File: config.mk
export PLATFORM = sky130hd
export DESIGN_NAME = debug_brg_frac
export DESIGN_NICKNAME = d
export VERILOG_FILES = /design/src/rtl/debug_brg_pkg.sv /design/src/rtl/debug_autobaud.sv /design/src/rtl/debug_brg_frac.sv
export SDC_FILE = /design/constraint.sdc
export NUM_CORES = 1
export LEC_CHECK = 0
export ABC_AREA = 1
export CELL_PAD_IN_SITES_DETAIL_PLACEMENT = 1
export CELL_PAD_IN_SITES_GLOBAL_PLACEMENT = 2
export CORE_ASPECT_RATIO = 0.8
export CORE_MARGIN = 1
export CORE_UTILIZATION = 30
export DETAILED_ROUTE_END_ITERATION = 8
export GPL_TIMING_DRIVEN = 0
export PLACE_DENSITY_LB_ADDON = 0.1
export SYNTH_ARGS = -nofsm -noshare
export SYNTH_HDL_FRONTEND = slang
export SYNTH_SLANG_ARGS = --single-unit
File: constraint.sdc
create_clock -name clk -period 2.1 [get_ports clk]
set_input_delay 0.21 -clock clk [delete_from_list [all_inputs] [get_ports clk]]
set_output_delay 0.21 -clock clk [all_outputs]
set_load 0.1 [all_outputs]
File: src/rtl/debug_brg_pkg.sv
// Shared constants and types for the fractional debug baud rate generator.
package debug_brg_pkg;
    localparam logic [1:0] ADDR_DIV_LO = 2'd0;
    localparam logic [1:0] ADDR_DIV_HI = 2'd1;
    localparam logic [1:0] ADDR_FRAC   = 2'd2;
    localparam logic [1:0] ADDR_CTRL   = 2'd3;

    localparam int CTRL_AB_START = 0;
    localparam int CTRL_AB_CLR   = 1;

    // falling edges of a 0x55 frame after the start edge, spanning 8 bit times
    localparam int SYNC_EDGES = 4;

    typedef enum logic [2:0] {
        AB_IDLE,
        AB_ARM,
        AB_WAIT,
        AB_MEASURE,
        AB_LOAD
    } ab_state_e;
endpackage

File: src/rtl/debug_autobaud.sv
// Autobaud: times 8 bit periods of a 0x55 sync char on rx and emits a divisor candidate.
module debug_autobaud
    import debug_brg_pkg::*;
#(
    parameter int CNT_W  = 12,
    parameter int FRAC_W = 4,
    parameter int AB_W   = CNT_W + 8
) (
    input  logic              clk,
    input  logic              rst_n,
    input  logic              rx,
    input  logic              start,
    input  logic              abort,
    output logic              busy,
    output logic              res_vld,
    output logic              res_err,
    output logic [CNT_W-1:0]  res_int,
    output logic [FRAC_W-1:0] res_frac
);
    logic [1:0]      rx_s;
    logic            rx_d;
    logic            fe;
    ab_state_e       state;
    logic [AB_W-1:0] m;
    logic [2:0]      edges;
    logic [CNT_W-1:0] q_int;

    assign fe    = rx_d & ~rx_s[1];
    assign busy  = (state != AB_IDLE);
    // m spans 8 bit times; m >> (8-FRAC_W) is bit_time/32 with FRAC_W fraction bits
    assign q_int = m[AB_W-1:8];

    always_ff @(posedge clk or negedge rst_n) begin
        if (!rst_n) begin
            rx_s     <= 2'b11;
            rx_d     <= 1'b1;
            state    <= AB_IDLE;
            m        <= '0;
            edges    <= '0;
            res_vld  <= 1'b0;
            res_err  <= 1'b0;
            res_int  <= '0;
            res_frac <= '0;
        end else begin
            rx_s    <= {rx_s[0], rx};
            rx_d    <= rx_s[1];
            res_vld <= 1'b0;
            res_err <= 1'b0;
            if (start) begin
                state <= AB_ARM;
            end else if (abort) begin
                state <= AB_IDLE;
            end else begin
                case (state)
                    AB_ARM: if (rx_s[1]) state <= AB_WAIT;
                    AB_WAIT: if (fe) begin
                        m     <= '0;
                        edges <= '0;
                        state <= AB_MEASURE;
                    end
                    AB_MEASURE: begin
                        if (&m) begin
                            res_vld <= 1'b1;
                            res_err <= 1'b1;
                            state   <= AB_IDLE;
                        end else begin
                            m <= m + 1'b1;
                            if (fe) begin
                                if (edges == 3'(SYNC_EDGES - 1)) state <= AB_LOAD;
                                else edges <= edges + 3'd1;
                            end
                        end
                    end
                    AB_LOAD: begin
                        res_vld <= 1'b1;
                        state   <= AB_IDLE;
                        if (q_int < CNT_W'(2)) begin
                            res_err <= 1'b1;
                        end else begin
                            res_int  <= q_int - 1'b1;
                            res_frac <= m[7:8-FRAC_W];
                        end
                    end
                    default: state <= AB_IDLE;
                endcase
            end
        end
    end
endmodule

File: src/rtl/debug_brg_frac.sv
// Debug baud generator with fractional divisor, byte register port and autobaud.
module debug_brg_frac
    import debug_brg_pkg::*;
#(
    parameter int CNT_W     = 12,
    parameter int FRAC_W    = 4,
    parameter int RESET_DIV = 12,
    parameter int AB_W      = CNT_W + 8
) (
    input  logic              clk,
    input  logic              rst_n,
    input  logic              wr,
    input  logic [1:0]        addr,
    input  logic [7:0]        d,
    input  logic              baud_set,
    input  logic [CNT_W-1:0]  baud_div,
    input  logic              rx,
    output logic              baud_ref,
    output logic              baud_tick,
    output logic [CNT_W-1:0]  div_out,
    output logic [FRAC_W-1:0] frac_out,
    output logic              ab_busy,
    output logic              ab_done,
    output logic              ab_err
);
    logic              wr_q;
    logic              wr_edge;
    logic              ctrl_wr;
    logic              ab_start;
    logic              ab_abort;
    logic              res_vld;
    logic              res_err;
    logic [CNT_W-1:0]  res_int;
    logic [FRAC_W-1:0] res_frac;
    logic [CNT_W-1:0]  div;
    logic [FRAC_W-1:0] frac;
    logic [FRAC_W-1:0] acc;
    logic [FRAC_W:0]   acc_sum;
    logic [CNT_W-1:0]  cnt;

    assign wr_edge  = wr & ~wr_q;
    assign ctrl_wr  = wr_edge && (addr == ADDR_CTRL);
    assign ab_start = ctrl_wr && d[CTRL_AB_START];
    // any register write or direct load cancels a measurement, except the restart itself
    assign ab_abort = ab_busy && (wr_edge ? !ab_start : baud_set);
    assign div_out  = div;
    assign frac_out = frac;
    assign acc_sum  = {1'b0, acc} + {1'b0, frac};

    debug_autobaud #(.CNT_W(CNT_W), .FRAC_W(FRAC_W), .AB_W(AB_W)) u_ab (
        .clk      (clk),
        .rst_n    (rst_n),
        .rx       (rx),
        .start    (ab_start),
        .abort    (ab_abort),
        .busy     (ab_busy),
        .res_vld  (res_vld),
        .res_err  (res_err),
        .res_int  (res_int),
        .res_frac (res_frac)
    );

    always_ff @(posedge clk or negedge rst_n) begin
        if (!rst_n) begin
            wr_q    <= 1'b0;
            div     <= CNT_W'(RESET_DIV);
            frac    <= '0;
            ab_done <= 1'b0;
            ab_err  <= 1'b0;
        end else begin
            wr_q <= wr;
            if (wr_edge) begin
                case (addr)
                    ADDR_DIV_LO: div[7:0]       <= d;
                    ADDR_DIV_HI: div[CNT_W-1:8] <= d[CNT_W-9:0];
                    ADDR_FRAC:   frac           <= d[FRAC_W-1:0];
                    default: if (d[CTRL_AB_START] || d[CTRL_AB_CLR]) begin
                        ab_done <= 1'b0;
                        ab_err  <= 1'b0;
                    end
                endcase
            end else if (baud_set) begin
                div  <= baud_div;
                frac <= '0;
            end else if (res_vld) begin
                if (res_err) begin
                    ab_err <= 1'b1;
                end else begin
                    div     <= res_int;
                    frac    <= res_frac;
                    ab_done <= 1'b1;
                end
            end
        end
    end

    // free-running down counter; divisor changes are picked up at the next reload
    always_ff @(posedge clk or negedge rst_n) begin
        if (!rst_n) begin
            cnt       <= '0;
            acc       <= '0;
            baud_ref  <= 1'b0;
            baud_tick <= 1'b0;
        end else if (cnt == '0) begin
            cnt       <= div + CNT_W'(acc_sum[FRAC_W]);
            acc       <= acc_sum[FRAC_W-1:0];
            baud_ref  <= ~baud_ref;
            baud_tick <= 1'b1;
        end else begin
            cnt       <= cnt - 1'b1;
            baud_tick <= 1'b0;
        end
    end
endmodule

==> key figures, run 1 <==
Setup path
  – CP max FO: 3
  – R2r startpoint: frac_out[0]$_DFFE_PN0P_
  – CP peak stage delay: 430 ps
  – Critical Path AT: about 2500 ps
  – Worst EP required: ~2300 ps
  – Crit path from: frac_out[0]$_DFFE_PN0P_
  – Critical Path Sink: cnt[4]$_DFF_PN0_
  – Reg2Reg Depth: 11
  – Worst path slowest cell: dfrtp_4
  – RR Endpoint: cnt[4]$_DFF_PN0_
  – Reg-to-reg slack, setup: -150 ps
  – Critical Path End Type: flip-flop
  – Cell Chain, Critical Path: ha_4 -> inv_2 -> fa_2 -> o21ai_4 -> ha_4 -> ha_4 -> nand3_4 -> buf_4 -> buf_4 -> xor2_1 -> o21a_1
  – WS Path Type: flip-flop to flip-flop
  – Worst setup SP type: flip-flop
  – CP most frequent cell: ha_4

Synthesis
  – Syn nets: slightly below 700
  – Post-synth EDFFs: 0
  – Register bit total from synthesis: between 80 and 90
  – Syn Area/Cell: about 7.7 um^2
  – Sequential area share after synthesis: 0.427
  – Synth warn: 0
  – Distinct cells, synth: 37
  – Main flop type after synthesis: dfrtp_1
  – Post-Synthesis Cell Area: 4930 um^2
  – Async SR Flop Fraction: 1.00
  – Post-Synthesis Cells: 643

Place
  – Port bufs: between 40 and 50
  – Gp weighted congestion: roughly 0.84
  – Placed Area: between 5000 and 6000 um^2
  – Placed insts: slightly above 900
  – DPL Wire Length: ~12,000 um

STA
  – Number of setup violations in the final report: 7
  – RSZ-0062 raised after global routing: true
  – Max_slew headroom: 0.349
  – Worst Tran Pin Value: around 970 ps
  – Final worst setup slack: -152 ps
  – Min Tclk post-route: between 2000 and 2500 ps
  – Fin Setup TNS: -605 ps
  – Final max-slew violation count: 0
  – Fmax: around 440 MHz
  – Final Hold Slack: ~240 ps
  – Setup skew after layout: 8.52 ps
  – Final Hold Fails: 0
  – Post-route clock period utilization: 1.07

Flow run
  – Max Cap Viol: 0

Status
  – Status: finished with violations
  – Violated checks: setup timing

Routing
  – Via count: ~4,400
  – DRT iter0 DRCs: ~190
  – DRC viols: 0
  – Vias/cell: about 4.8
  – Final WL: ~15,000 um
  – Drt wl/cell: approximately 16 um
  – First-pass DRT Iterations: 4
  – ANT nets after route: 0

Die
  – Core Region: between 15,000 and 20,000 um^2
  – Std-Cell Rows: 41
  – Die Width: 145 um
  – Die Y: around 120 um
  – Starting Density: 0.310
  – Boundary Pins: 48
  – Total Die Area: roughly 17,000 um^2

Final layout
  – Final Cell Area: approximately 6000 um^2
  – Final non-filler cell total: 927
  – Util after Layout: 0.388
  – Most frequent cells in the layout: nand2_1 (182), dfrtp_1 (72), inv_1 (67)
  – Most common cell after layout, fill and taps aside: nand2_1
  – Ant diodes: 0
  – Nets: roughly 750
  – Area grow syn2layout: 25.0%
  – Layout cell share with drive strength beyond 1: 0.135

GRT
  – Initial antenna violation count: 0
  – Largest net degree at the start of global routing: ~50
  – Grt ovf: 0
  – First-pass GRT wire length: about 25,000 um
  – Vias in the first global route: around 4,500
  – GRT Util Overall: 0.188

Pwr
  – Leakage: 2.83 nW
  – Pwr/cell area: 820 nW/um^2
  – Peak supply drop: between 0.4 and 0.5 mV

Clocking
  – Worst-Skew Late Latency: roughly 350 ps
  – CTS Sinks: between 80 and 90
  – Num CTS Buffers: 9
  – CTS H-Tree Depth: 3
  – CTS max path bufs: 2
  – Worst-path clk slew: roughly 60 ps
  – Clock Root Buffer: clkbuf_16
  – CTS tree: yes

Hold path
  – Worst hold path type: input pin to flip-flop
what timing repair did:
item / in CTS / in global routing
endpoints found under the hold margin: 31 / 0
gates resized for setup: 24 / 11
pin swaps: 4 / 2
endpoints found under the setup margin: 23 / 39
hold buffers: 1 / 0
buffers inserted: 4 / 1
worst min path at each step:
stage | startpoint | end | slack, ps | cells after the start
2_1_floorplan | rst_n | ab_done$_DFFE_PN0P_ | -90 | 0
3_3_place_gp | u_ab.rx_s[0]$_DFF_PN1_ | u_ab.rx_s[1]$_DFF_PN1_ | 350 | 0
3_5_place_dp | rst_n | u_ab.m[10]$_DFFE_PN0P_ | 220 | 1
4_1_cts | baud_set | div_out[2]$_DFFE_PN1P_ | 240 | 5
5_1_grt | rx | u_ab.rx_s[0]$_DFF_PN1_ | 270 | 1
6_report | baud_set | div_out[2]$_DFFE_PN1P_ | 240 | 5
critical path, delay by kind of cell, from the launching register on:
| kind | cells | cell delay, ps |
|---|---|---|
| AOI/OAI and AO/OA | 2 | 390 |
| xor gates and xnor gates | 1 | 140 |
| adders and majority gates | 4 | 820 |
| buffers and inverters | 3 | 300 |
| DFF | 1 | 430 |
| and+or+nand+nor | 1 | 70 |
through the flow:
stage	setup slack (ps)	total power, W
after floorplan	-285	0.00304
after global placement	-3250	0.00346
after detailed placement	-372	0.00349
after CTS	-110	0.00513
after global routing	-237	0.00532
final	-152	0.00506
state kept, by name (all words and copies together), names as in the netlist, 2 cells and up:
| register | count |
|---|---|
| u_ab.m | 20 |
| cnt | 12 |
| div_out | 12 |
| u_ab.res_int | 12 |
| acc | 4 |
| frac_out | 4 |
| u_ab.res_frac | 4 |
| u_ab.edges | 3 |
| u_ab.state | 3 |
| u_ab.rx_s | 2 |
synthesized netlist by cell type, types with 8 or more instances:
cell type / number / area, um^2
nand2_1: 184 / 691
a21oi_1: 14 / 70.1
a31oi_1: 8 / 50.1
xnor2_1: 8 / 70.1
xor2_1: 21 / 184
o21ai_1: 16 / 80.1
o21ai_2: 10 / 87.6
nor2_1: 57 / 214
o21ai_0: 41 / 205
inv_1: 68 / 255
dfrtp_1: 79 / 1980
ha_1: 12 / 150
nand3_1: 58 / 290
logic make-up (layout without fill, tap and decap cells):
logic type	after synthesis	in the layout	share of synthesized area
buf+inv	87	156	0.0814
flops	84	84	0.427
simple gates	333	333	0.293
xor+xnor	29	29	0.0515
fa+ha+maj	13	13	0.0345
compound gates	97	97	0.112
where the power goes:
| group | internal, W | switching [W] |
|---|---|---|
| logic | 0.000415 | 0.00104 |
| clock network | 0.000958 | 0.000667 |
| registers | 0.00181 | 0.000176 |
final cells by class:
type                            instances  area, um^2
Clock inverter                          2        37.5
Fill cell                            1940        9730
Multi-Input combinational cell        472        2560
Buffer                                 15         128
Clock buffer                           14         254
Timing Repair Buffer                   53         522
Sequential cell                        84        2120
Inverter                               72         274
Tap cell                              215         269
per-layer routing:
metal	up-vias	share of wire	track usage	wire [um]
met3	9	0.033	0.0402	496
met1	2163	0.57	0.285	8520
li1	2202	-	-	-
met2	62	0.39	0.268	5830
met5	-	0	0	0
met4	0	0.010	0.0484	157
No activity file was read; power rests on OpenSTA's default activity.
==> run 2, diff against run 1 <==
SETUP_SLACK_MARGIN = 0.1   (was unset)
==> run 2 against run 1 <==
The flow still finishes with violations (setup timing). Count of clock-buffer cells in the layout is the same. Non-clock buffer count increased by 7. Clock skew about the same. Global-route usage grew 0.23 points. Sequential share of layout area decreased by 0.39 points.
==> key figures, run 2 (synthesized netlist as in run 1, its figures left out) <==
Setup path
  – Crit path max-delay family: adder cells
  – CP max FO: 3 (unchanged)
  – Critical Path End Type: flip-flop
  – Worst path slowest cell: dfrtp_4
  – Cell Chain, Critical Path: ha_4 -> inv_2 -> fa_2 -> o21ai_4 -> ha_4 -> buf_4 -> nand3_4 -> nor2_4 -> nand2_4 -> nor2_4 -> nand2_1 -> nand3_1 -> o21ai_0
  – Worst EP required: 2310 ps (-30 ps)
  – WS Path Type: flip-flop to flip-flop
  – WP buf/inv: 2 (-1)
  – Critical Path AT: 2460 ps (-30 ps)
  – Worst setup SP type: flip-flop
  – CP peak stage delay: 430 ps (about the same)

STA
  – Worst Tran Pin Value: 978 ps (+5.71 ps)
  – Number of setup violations in the final report: 8 (+1)
  – Final worst setup slack: -148 ps (+4.07 ps)
  – Setup skew after layout: 8.17 ps (-0.355 ps)
  – Max_slew headroom: 0.350 (+0.000814)
  – Final max-slew violation count: 0 (unchanged)
  – RSZ-0062 raised after global routing: true
  – Fmax: 445 MHz (+0.18%)
  – Post-route clock period utilization: 1.07 (-0.00194)
  – Final Hold Fails: 0 (unchanged)
  – Min Tclk post-route: 2250 ps (-4.08 ps)

GRT
  – GRT Util Overall: 0.191 (+0.00235)
  – Initial antenna violation count: 0 (unchanged)
  – Vias in the first global route: 4,478 (-1.3%)
  – First-pass GRT wire length: 24,800 um (+0.90%)
  – Grt ovf: 0 (unchanged)
  – Largest net degree at the start of global routing: 56 (+9.8%)

Final layout
  – Layout cell share with drive strength beyond 1: 0.153 (+0.0182)
  – Most common cell after layout, fill and taps aside: nand2_1
  – Area grow syn2layout: 26.4%
  – Register bank with the most flops: u_ab.m
  – Most frequent cells in the layout: nand2_1 (181), dfrtp_1 (72), inv_1 (67)
  – Max reg flops: 20 (unchanged)
  – Nets: 754 (+0.94%)
  – Util after Layout: 0.392 (+0.00441)
  – Ant diodes: 0 (unchanged)

Clocking
  – CTS max path bufs: 2 (unchanged)
  – Clock Root Buffer: clkbuf_16
  – CTS Sinks: 84 (unchanged)
  – CTS tree: yes
  – Num CTS Buffers: 9 (unchanged)
  – Worst-Skew Late Latency: 350 ps (about the same)
  – Worst-path clk slew: 60 ps (about the same)
  – CTS H-Tree Depth: 3 (unchanged)

Place
  – DP Worst Slack: -388 ps (-16.6 ps)
  – DPL Wire Length: 11,900 um (+1.1%)
  – Port bufs: 46 (unchanged)
  – Gp weighted congestion: 0.821 (-1.7%)

Die
  – Die Y: 117 um (unchanged)
  – Core Region: 15,900 um^2 (unchanged)
  – Std-Cell Rows: 41 (unchanged)
  – Starting Density: 0.310 (unchanged)
  – Boundary Pins: 48 (unchanged)
  – Total Die Area: 17,000 um^2 (unchanged)
  – Die Width: 145 um (unchanged)

Routing
  – DRT iter0 DRCs: 204 (+10%)
  – DRC viols: 0 (unchanged)
  – Via count: 4,397 (-0.88%)
  – Vias/cell: 4.71 (-1.6%)
  – ANT nets after route: 0 (unchanged)
  – Final WL: 15,300 um (+1.8%)
  – First-pass DRT Iterations: 4 (unchanged)
  – Drt wl/cell: 16.4 um (+1.1%)

Pwr
  – Pwr/cell area: 811 nW/um^2 (-1.1%)
  – Peak supply drop: 0.497 mV (+2.5%)
  – Leakage: 2.87 nW (+1.2%)

Flow run
  – Max Cap Viol: 0 (unchanged)

Status
  – Status: finished with violations
  – Violated checks: setup timing

Hold path
  – Worst hold path type: input pin to flip-flop
## run 2: power breakdown
| part | internal (W) | leakage [nW] | total, W | switching (W) |
|---|---|---|---|---|
| Sequential | 0.00181 | 1.02 | 0.00198 | 0.000177 |
| Combinational | 0.000423 | 1.70 | 0.00148 | 0.00105 |
| Clock | 0.000955 | 0.141 | 0.00160 | 0.000647 |
| Total | 0.00318 | 2.87 | 0.00506 | 0.00188 |
## run 2: cell type report
type,count,area (um^2)
Fill cell,1955,9660
Timing Repair Buffer,60,562
Multi-Input combinational cell,472,2590
Clock inverter,2,35.0
Buffer,15,128
Clock buffer,14,254
Tap cell,215,269
Sequential cell,84,2120
Inverter,72,274
## run 2: worst paths after layout
check	startpoint	endpoint	slack, ps	cells past startpoint
max	frac_out[0]$_DFFE_PN0P_	cnt[9]$_DFF_PN0_	-150	13
min	baud_set	frac_out[3]$_DFFE_PN0P_	270	4
max reg2reg	frac_out[0]$_DFFE_PN0P_	cnt[9]$_DFF_PN0_	-150	13
min reg2reg	u_ab.rx_s[0]$_DFF_PN1_	u_ab.rx_s[1]$_DFF_PN1_	360	0
max in group asynchronous	rst_n	div_out[2]$_DFFE_PN1P_	1070	3
min in group asynchronous	rst_n	u_ab.m[13]$_DFFE_PN0P_	360	2
## run 2: what timing repair did
| action | CTS | global route |
|---|---|---|
| setup buffers | 4 | 8 |
| endpoints found under the setup margin | 41 | 43 |
| pin swaps | 5 | 5 |
| gates resized for setup | 31 | 19 |
| hold buffers | 1 | 0 |
| hold endpoints to repair | 26 | 0 |
## run 2: tightest hold or removal path: stages
cell and delay, ps:
buf_6 110, inv_4 70, nand3_1 100, a31oi_1 80
## run 2: routing by layer
metal / track usage / part of all wire / up-vias
li1: - / - / 2220
met5: 0 / 0 / -
met3: 0.0324 / 0.028 / 10
met2: 0.266 / 0.41 / 54
met1: 0.299 / 0.56 / 2113
met4: 0.0463 / 0.0097 / 0
## run 2: per-stage QoR
stage                     cells  area [um^2]  hold WS [ps]  power (W)  setup TNS, ps
final                       934         6240           266    0.00506           -925
after CTS                   926         6110           249    0.00512           -848
after global routing        934         6240           263    0.00535          -1810
after floorplan             643         5010         -85.6    0.00304          -1510
after global placement      904         5740           349    0.00346        -215860
after detailed placement    905         5770           199    0.00349          -4640
==> run 3, diff against run 2 <==
CTS_CLUSTER_SIZE = 28   (was unset)
SKIP_LAST_GASP = 1   (was unset)
==> results of run 3 <==
The final DEF is identical to that of run 2; final timing and power are the same.
